File: config.mk
export PLATFORM = sky130hd
export DESIGN_NAME = fetch_unit
export DESIGN_NICKNAME = d
export VERILOG_FILES = /design/src/rtl/fetch_unit_pkg.sv /design/src/rtl/fetch_fifo.sv /design/src/rtl/fetch_unit.sv
export SDC_FILE = /design/constraint.sdc
export NUM_CORES = 1
export LEC_CHECK = 0
export ABC_AREA = 0
export BUFFER_PORTS_ARGS = -buffer_cell sky130_fd_sc_hd__buf_2
export CAP_MARGIN = 30
export CORE_ASPECT_RATIO = 2
export CORE_MARGIN = 4
export CORE_UTILIZATION = 40
export DETAILED_ROUTE_END_ITERATION = 7
export REMOVE_ABC_BUFFERS = 1
export SYNTH_ARGS = -nofsm -noshare
export SYNTH_HDL_FRONTEND = slang
export SYNTH_HIERARCHICAL = 1
export SYNTH_SLANG_ARGS = --single-unit
File: constraint.sdc
create_clock -name clk -period 3.6 [get_ports clk]
set_clock_uncertainty 0.1 [all_clocks]
set_input_delay 0 -clock clk [delete_from_list [all_inputs] [get_ports clk]]
set_output_delay 0 -clock clk [all_outputs]
set_load 0.03 [all_outputs]
File: src/rtl/fetch_unit_pkg.sv
// fetch_unit_pkg: shared types and helpers for the fetch unit and its buffer.
package fetch_unit_pkg;
   localparam logic [6:0] RV_OPC_JAL = 7'b1101111;
   typedef struct packed {
      logic [31:0] pc;
      logic [31:0] instr;
      logic        pred_taken;
   } fetch_entry_t;
   function automatic logic [31:0] j_imm(input logic [31:0] instr);
      return {{11{instr[31]}}, instr[31], instr[19:12], instr[20], instr[30:21], 1'b0};
   endfunction
endpackage

File: src/rtl/fetch_fifo.sv
// fetch_fifo: circular fetch buffer with flush; caller gates push/pop.
module fetch_fifo #(
   parameter int  DEPTH = 4,
   parameter type T     = logic
) (
   input  logic                       clk,
   input  logic                       rst_n,
   input  logic                       flush,
   input  logic                       push,
   input  logic                       pop,
   input  T                           din,
   output T                           dout,
   output logic [$clog2(DEPTH):0]     count
);
   localparam int PW = $clog2(DEPTH);
   T mem [DEPTH];
   logic [PW-1:0] head, tail;
   assign dout = mem[head];
   always_ff @(posedge clk or negedge rst_n)
      if (!rst_n) begin
         head  <= '0;
         tail  <= '0;
         count <= '0;
      end else if (flush) begin
         head  <= '0;
         tail  <= '0;
         count <= '0;
      end else begin
         if (push) tail <= tail + 1'b1;
         if (pop) head <= head + 1'b1;
         if (push != pop) count <= push ? count + 1'b1 : count - 1'b1;
      end
   always_ff @(posedge clk)
      if (push && !flush) mem[tail] <= din;
endmodule

File: src/rtl/fetch_unit.sv
// fetch_unit: PC generation feeding a fetch buffer toward decode.
// Define FETCH_JAL_PREDICT_EN to enable static JAL-taken prediction.
module fetch_unit
   import fetch_unit_pkg::*;
#(
   parameter logic [31:0] RESET_PC  = 32'h0000_0000,
   parameter int          BUF_DEPTH = 4
) (
   input  logic        clk,
   input  logic        rst_n,
   output logic [31:0] icache_addr,
   input  logic [31:0] icache_instr,
   output logic        fetch_valid,
   input  logic        fetch_ready,
   output logic [31:0] fetch_instr,
   output logic [31:0] fetch_pc,
   output logic        fetch_pred_taken,
   input  logic        redirect_valid,
   input  logic [31:0] redirect_pc
);
   localparam int CW = $clog2(BUF_DEPTH) + 1;
   logic [31:0]   pc, next_pc;
   logic          pred, push, pop;
   logic [CW-1:0] count;
   fetch_entry_t  head;
   logic          unused_pred;
`ifdef FETCH_JAL_PREDICT_EN
   assign pred             = icache_instr[6:0] == RV_OPC_JAL;
   assign next_pc          = pred ? pc + j_imm(icache_instr) : pc + 32'd4;
   assign fetch_pred_taken = head.pred_taken;
`else
   assign pred             = 1'b0;
   assign next_pc          = pc + 32'd4;
   assign fetch_pred_taken = 1'b0;
`endif
   assign unused_pred = head.pred_taken;
   assign icache_addr = pc;
   assign fetch_valid = count != '0;
   assign fetch_pc    = head.pc;
   assign fetch_instr = head.instr;
   // Redirect wins over both ends of the buffer.
   assign pop  = fetch_valid && fetch_ready && !redirect_valid;
   assign push = !redirect_valid && (count < CW'(BUF_DEPTH) || pop);
   always_ff @(posedge clk or negedge rst_n)
      if (!rst_n) pc <= RESET_PC & ~32'd3;
      else if (redirect_valid) pc <= redirect_pc & ~32'd3;
      else if (push) pc <= next_pc;
   fetch_fifo #(.DEPTH(BUF_DEPTH), .T(fetch_entry_t)) u_fifo (
      .clk   (clk),
      .rst_n (rst_n),
      .flush (redirect_valid),
      .push  (push),
      .pop   (pop),
      .din   ('{pc: pc, instr: icache_instr, pred_taken: pred}),
      .dout  (head),
      .count (count)
   );
endmodule

==> flow_summary.rst, run 1 <==
.. list-table::
   :header-rows: 1

   * - Metric
     - Value
   * - Total Die Area
     - around 0.032 mm2
   * - Clock tree from TritonCTS
     - built
   * - Mean Syn Cell Area
     - 19.1 um2
   * - Via count of the first global-routing pass
     - 7019
   * - Number of cell rows
     - roughly 90
   * - Reported max-cap violation count
     - 0
   * - Area taken by multi-input logic gates
     - 0.00284 mm2
   * - Minimum setup slack among reg-to-reg paths
     - around 0.85 ns
   * - Portion of total power attributed to sequential cells
     - approximately 50%
   * - Combined buffer and inverter count along the critical path
     - 1
   * - Number of antenna violations at the first check in global routing
     - 1
   * - Number of buffers added by the clock tree synthesis step
     - 25
   * - Number of nets in the finished design
     - ~950
   * - X dimension of the die
     - roughly 130 um
   * - Root cell of the clock tree
     - sky130_fd_sc_hd__clkbuf_16
   * - Largest stage delay, worst path
     - 0.66 ns
   * - Part of the cycle the worst path needs
     - about three quarters
   * - Switching Share
     - roughly a quarter
   * - Via count of the routed design
     - around 6500
   * - Placed Instance Area
     - roughly 0.013 mm2
   * - Pwr per Cell Area
     - approximately 570 mW/mm2
   * - Destination of the critical timing path
     - icache_addr[21]$_DFFE_PN0P_
   * - Via/cell ratio
     - around 5.2
   * - Crit path max fanout
     - 10
   * - Fin Setup TNS
     - 0 ns
   * - Count of fill cells added during filler insertion
     - 2401
   * - Total of endpoints with negative setup slack in the final report
     - 0
   * - Origin of the critical flop-to-flop path
     - icache_addr[6]$_DFFE_PN0P_
   * - Detailed router's first-iteration violation count
     - 293
   * - Post-place setup slack
     - between 0.9 and 1 ns
   * - Leakage power of the design
     - 5.10 nW
   * - Transition time of the tightest slew-check pin
     - 0.948 ns
   * - Setup repair after global routing missed its margin
     - false
   * - Total GRT Usage
     - between 10% and 20%
   * - IO Port Bufs
     - 160
   * - Sum of overflow across all layers after global routing
     - 0
   * - Cell count along the critical path
     - 5
   * - Fraction of final layout cells with drive strength greater than 1
     - approximately a third
   * - Die Ht
     - 250 um
   * - Largest net degree at the start of global routing
     - 65
   * - Worst setup path startpoint
     - icache_addr[6]$_DFFE_PN0P_
   * - Startpoint kind of the worst setup timing path
     - register
   * - Wire per inst
     - around 21 um
   * - Core Area
     - 0.0288 mm2
   * - Crit Reg-Reg Endpoint
     - icache_addr[21]$_DFFE_PN0P_
   * - Clock network fraction of total power
     - between 30% and 40%
   * - Number of remaining DRC errors
     - 0
   * - H-tree levels
     - 1
   * - Outcome
     - completed
   * - Max-slew violations
     - 0
   * - Skew-Pair Late Insertion Delay
     - 0.53 ns
   * - Classification of the worst setup path
     - register to register
   * - Ys Warns
     - 6
   * - Logic gate share of total power
     - 15.8%
   * - Worst endpoint data arrival time
     - 3.12 ns
   * - Worst min path class
     - primary input to register
   * - Critical-path top delay cell
     - sky130_fd_sc_hd__or4_4
   * - Clock edge transition at the registers on the reported setup and hold paths
     - 0.07 ns
   * - Cell count after synthesis
     - roughly 600
   * - Remaining antenna violation count after routing
     - 0
   * - Worst hold slack across all endpoints
     - between 0.004 and 0.005 ns
   * - DRT Wirelength
     - 26.1 mm
   * - Internal portion of total power
     - between 6 and 7 mW
   * - Post-CTS setup buffer count
     - 0
   * - Num ports
     - around 170
   * - Number of clock sinks
     - about 290
   * - FMAX
     - about 0.36 GHz
   * - Switch Pwr
     - roughly 2.2 mW
   * - Highest ir drop seen on vdd
     - 0.410 mV
   * - Bufs on Longest Clock Path
     - 3
   * - DPL Wire Length
     - between 15 and 20 mm
   * - Starting density of the core
     - 40.5%
   * - Combined flip-flop and latch cell area
     - ~0.0086 mm2
   * - Cell area after layout
     - roughly 0.015 mm2
   * - Critical-path cell list
     - nand4_2 > or4_4 > or4_1 > a31oi_1 > dlygate4sd3_1
   * - Worst-case reg-to-reg path depth
     - 5
   * - Cell class contributing the biggest share of worst-path delay
     - simple AND/OR/NAND/NOR gates
   * - CP Data Required Time
     - 3.97 ns
   * - Placer Congestion
     - approximately 0.75
   * - Hold path depth
     - 4
   * - Hold violation count in the final report
     - 0
   * - Slew HR
     - a little over a third
   * - First-pass iteration count of the detailed router
     - 4
   * - Worst Slack Setup Final
     - between 0.8 and 0.9 ns
   * - First-pass GRT wire length
     - just over 40 mm
   * - Synth-to-layout area growth
     - 25.7%
   * - Synthesized area
     - 0.0117 mm2
   * - Element type at the critical path end
     - register
   * - Total Power Consumption
     - between 8 and 9 mW
   * - Period minus WS final
     - 2.75 ns
## through the flow
step	util (%)	cells
floorplan	-	589
global placement	44.8	1122
detailed placement	44.9	1124
CTS	50.9	1251
global route	50.9	1252
finish	50.9	1252
## worst min-delay path, cell delays in order
cell and delay, ns:
sky130_fd_sc_hd__buf_2 0.13, sky130_fd_sc_hd__inv_1 0.06, sky130_fd_sc_hd__buf_4 0.22, sky130_fd_sc_hd__a31oi_1 0.16
## layout make-up
cell class | count | area share (%)
Antenna cell | 1 | 0.0170
Tap cell | 360 | 3.07
Inverter | 11 | 0.281
Clock inverter | 15 | 1.67
Multi-Input combinational cell | 285 | 19.4
Timing Repair Buffer | 256 | 12.3
Sequential cell | 293 | 58.7
Clock buffer | 31 | 4.55
## metal layers
layer  GRT usage (%)  wire (um)  vias up
met5               0          0        -
met4            5.38        690        0
met3            2.27        986       44
met2            31.2      14700      152
met1            18.8       9710     3325
li1                -          -     3011
## flip-flops by register name, indices dropped and copies added, names as in the netlist
name          count
u_fifo/count      3
u_fifo/head       2
u_fifo/tail       2
icache_addr      30
u_fifo/mem      256
## worst min-delay path by stage
stage,slack [ns],startpoint,end
floorplan,-0.40,rst_n,icache_addr[10]$_DFFE_PN0P_
global placement,0.11,rst_n,icache_addr[29]$_DFFE_PN0P_
detailed placement,-0.28,rst_n,icache_addr[29]$_DFFE_PN0P_
CTS,0.0005,redirect_valid,icache_addr[23]$_DFFE_PN0P_
global route,0.03,redirect_valid,u_fifo/head[1]$_DFFE_PN0P_
finish,0.005,redirect_valid,icache_addr[23]$_DFFE_PN0P_
## power groups by stage
stage	combinational [mW]	sequential (mW)	clock, mW
after floorplan	0.745	4.22	0
after global placement	1.25	4.16	0
after detailed placement	1.26	4.16	0
after CTS	1.35	4.09	3.05
after global routing	1.42	4.11	3.19
final	1.32	4.08	2.96
## timing repair
| item | CTS | global route |
|---|---|---|
| endpoints found under the hold margin | 195 | 0 |
| hold buffers | 81 | 0 |
| resized for setup | 0 | 0 |
## placed cells by master, fill, tap and decap left out, drive strengths merged, types with 3 or more instances in the layout
cell and n:
a31oi 10, xnor2 8, mux2i 3, and2 7, clkbuf 31, dlygate4sd3 81
nor2 19, nor2b 8, and4 4, edfxtp 256, conb 11, nand3 17
bufinv 6, o211ai 4, or3 5, o31ai 11, clkinv 5, buf 175
mux4 64, a22oi 3, nand4 16, nor3 4, dfrtp 37, nand2 23
nor4 5, or4 8, xor2 4, ha 5, a21oi 3, inv 15
o21ai 17, nor3b 5, a2111oi 3
(Power assumes the default switching activity.)
==> run 2: changes to the inputs <==
- clock period: 3.6 -> 2.77 ns (I/O delays scaled with it)
==> flow_summary.rst, run 2 (synthesized netlist as in run 1, its figures left out) <==
.. list-table::
   :header-rows: 1

   * - Metric
     - Value
   * - Number of buffers added by the clock tree synthesis step
     - 26
   * - Most common cell after layout, fill and taps aside
     - sky130_fd_sc_hd__edfxtp_1
   * - Synth-to-layout area growth
     - 24.4%
   * - Part of the cycle the worst path needs
     - 86.7%
   * - Min-Delay Startpoint
     - fetch_ready
   * - Total GRT Usage
     - 16.1%
   * - First-pass GRT wire length
     - 39.6 mm
   * - Starting density of the core
     - between 40% and 50%
   * - Commonest cells after routing, fill and taps aside
     - sky130_fd_sc_hd__edfxtp_1 (256), sky130_fd_sc_hd__buf_2 (160), sky130_fd_sc_hd__dlygate4sd3_1 (66), sky130_fd_sc_hd__mux4_2 (64), sky130_fd_sc_hd__dfrtp_1 (35)
   * - Element type at the critical path end
     - primary output
   * - Highest ir drop seen on vdd
     - approximately 0.54 mV
   * - Post-CTS resize count
     - 0
   * - Number of clock sinks
     - between 200 and 300
   * - Via count of the first global-routing pass
     - roughly 6900
   * - DPL Wire Length
     - 16.4 mm
   * - Outcome
     - completed
   * - Fraction of final layout cells with drive strength greater than 1
     - between 30% and 40%
   * - Placer Congestion
     - about 0.8
   * - Total Power Consumption
     - between 10 and 15 mW
   * - Worst min path class
     - primary input to register
   * - Root cell of the clock tree
     - sky130_fd_sc_hd__clkbuf_16
   * - Via/cell ratio
     - between 5 and 6
   * - Bufs on Longest Clock Path
     - 3
   * - Post-CTS setup buffer count
     - 0
   * - DRT Wirelength
     - between 20 and 30 mm
   * - Hold path depth
     - 5
   * - Wire per inst
     - between 20 and 25 um
   * - Number of remaining DRC errors
     - 0
   * - Transition time of the tightest slew-check pin
     - 0.967 ns
   * - Detailed router's first-iteration violation count
     - between 300 and 400
   * - Total Die Area
     - 0.0322 mm2
   * - Via count of the routed design
     - 6505
   * - First-pass iteration count of the detailed router
     - 4
   * - Reported max-cap violation count
     - 0
   * - Largest register FFs
     - 256
   * - Die Ht
     - 250 um
   * - Startpoint kind of the worst setup timing path
     - register
   * - Terminating pin of the worst hold path
     - icache_addr[7]$_DFFE_PN0P_
   * - X dimension of the die
     - approximately 130 um
   * - Largest net degree at the start of global routing
     - 50
   * - Hold violation count in the final report
     - 0
   * - Origin of the critical flop-to-flop path
     - u_fifo/count[2]$_DFFE_PN0P_
   * - Setup repair after global routing missed its margin
     - false
   * - FMAX
     - 0.416 GHz
   * - Pwr per Cell Area
     - 734 mW/mm2
   * - Number of nets in the finished design
     - roughly 930
   * - H-tree levels
     - 1
   * - Number of cell rows
     - a little under 90
   * - Number of antenna diodes
     - 0
   * - Clock edge transition at the registers on the reported setup and hold paths
     - roughly 0.060 ns
   * - Slew HR
     - approximately 36%
   * - Remaining antenna violation count after routing
     - 0
   * - Total of endpoints with negative setup slack in the final report
     - 0
   * - Worst-case reg-to-reg path depth
     - 5
   * - IO Port Bufs
     - between 150 and 200
   * - Clock tree from TritonCTS
     - built
   * - Crit path max fanout
     - 24
   * - Worst hold slack across all endpoints
     - about 0.041 ns
   * - Num ports
     - ~170
   * - Crit Reg-Reg Endpoint
     - u_fifo/mem[2][38]$_DFFE_PP_
   * - CP Data Required Time
     - approximately 2.7 ns
   * - Number of antenna violations at the first check in global routing
     - 0
   * - Skew-Pair Late Insertion Delay
     - 0.53 ns
   * - Classification of the worst setup path
     - register to primary output
   * - Max-slew violations
     - 0
   * - Register bank with the most flops
     - u_fifo/mem
   * - Worst endpoint data arrival time
     - about 2.3 ns
   * - Period minus WS final
     - around 2.4 ns
   * - Core Area
     - 0.0288 mm2
   * - Leakage power of the design
     - about 5 nW
   * - Sum of overflow across all layers after global routing
     - 0
   * - Minimum setup slack among reg-to-reg paths
     - a little under 0.4 ns
## run 2: changes by cell type in the layout (fill, tap and decap cells not counted)
cell / before / now
sky130_fd_sc_hd__bufinv_16: 6 / 3
sky130_fd_sc_hd__dlygate4sd3_1: 81 / 66
sky130_fd_sc_hd__clkbuf_8: 2 / 3
sky130_fd_sc_hd__diode_2: 1 / 0
sky130_fd_sc_hd__clkbuf_1: 4 / 11
sky130_fd_sc_hd__buf_4: 8 / 7
sky130_fd_sc_hd__inv_6: 3 / 0
sky130_fd_sc_hd__clkbuf_16: 25 / 27
sky130_fd_sc_hd__inv_8: 1 / 0
sky130_fd_sc_hd__clkinv_1: 1 / 0
sky130_fd_sc_hd__buf_12: 7 / 10
## run 2: area by class of cell
class	instances	area, um2
timing repair buffer	243	1710
tap	360	450
clock inverter	7	114
inverter	11	41.3
sequential	293	8620
clock buffer	41	758
multi-input combinational	285	2840
fill	2425	14300
## run 2: repair_timing
item                                    4_1_cts  5_1_grt
endpoints found under the setup margin        0        0
hold buffers                                 66        0
hold endpoints to repair                    202        0
## run 2: worst max-delay path, stage by stage, from the launching register on
cell and delay [ns]:
sky130_fd_sc_hd__dfrtp_4 0.51, sky130_fd_sc_hd__buf_4 0.45, sky130_fd_sc_hd__mux4_2 0.60, sky130_fd_sc_hd__buf_2 0.20
## run 2: worst max path at each step
stage          slack, ns                         from                          end
4_1_cts             0.26   u_fifo/head[0]$_DFFE_PN0P_                 fetch_pc[26]
2_1_floorplan      -0.69   u_fifo/head[0]$_DFFE_PN0P_               fetch_instr[0]
6_report            0.37   u_fifo/head[0]$_DFFE_PN0P_                 fetch_pc[26]
3_3_place_gp        0.39  u_fifo/count[2]$_DFFE_PN0P_  u_fifo/mem[2][15]$_DFFE_PP_
3_5_place_dp        0.34  u_fifo/count[2]$_DFFE_PN0P_  u_fifo/mem[0][19]$_DFFE_PP_
5_1_grt             0.21   u_fifo/head[0]$_DFFE_PN0P_                 fetch_pc[26]
## run 2: power breakdown
group / switching (mW) / internal [mW] / leakage, nW
Clock: 1.51 / 2.16 / 0.426
Sequential: 0.211 / 5.07 / 2.76
Combinational: 1.06 / 0.670 / 1.84
Total: 2.78 / 7.90 / 5.02
## run 2: metal layers
layer / GRT usage (%) / routed length (um)
met2: 30.1 / 14500
met3: 1.91 / 957
met5: 0 / 0
met4: 6.25 / 870
met1: 18.2 / 9490
## run 2: metrics by stage
step	setup TNS, ns	worst slack [ns]	std cells	area (um2)	utilization, %
5_1_grt	0	0.209	1240	14500	50.4
2_1_floorplan	-156.39	-0.692	589	11500	-
3_3_place_gp	0	0.394	1126	13000	45.1
6_report	0	0.368	1240	14500	50.4
4_1_cts	0	0.262	1240	14500	50.4
3_5_place_dp	0	0.338	1126	13000	45.1
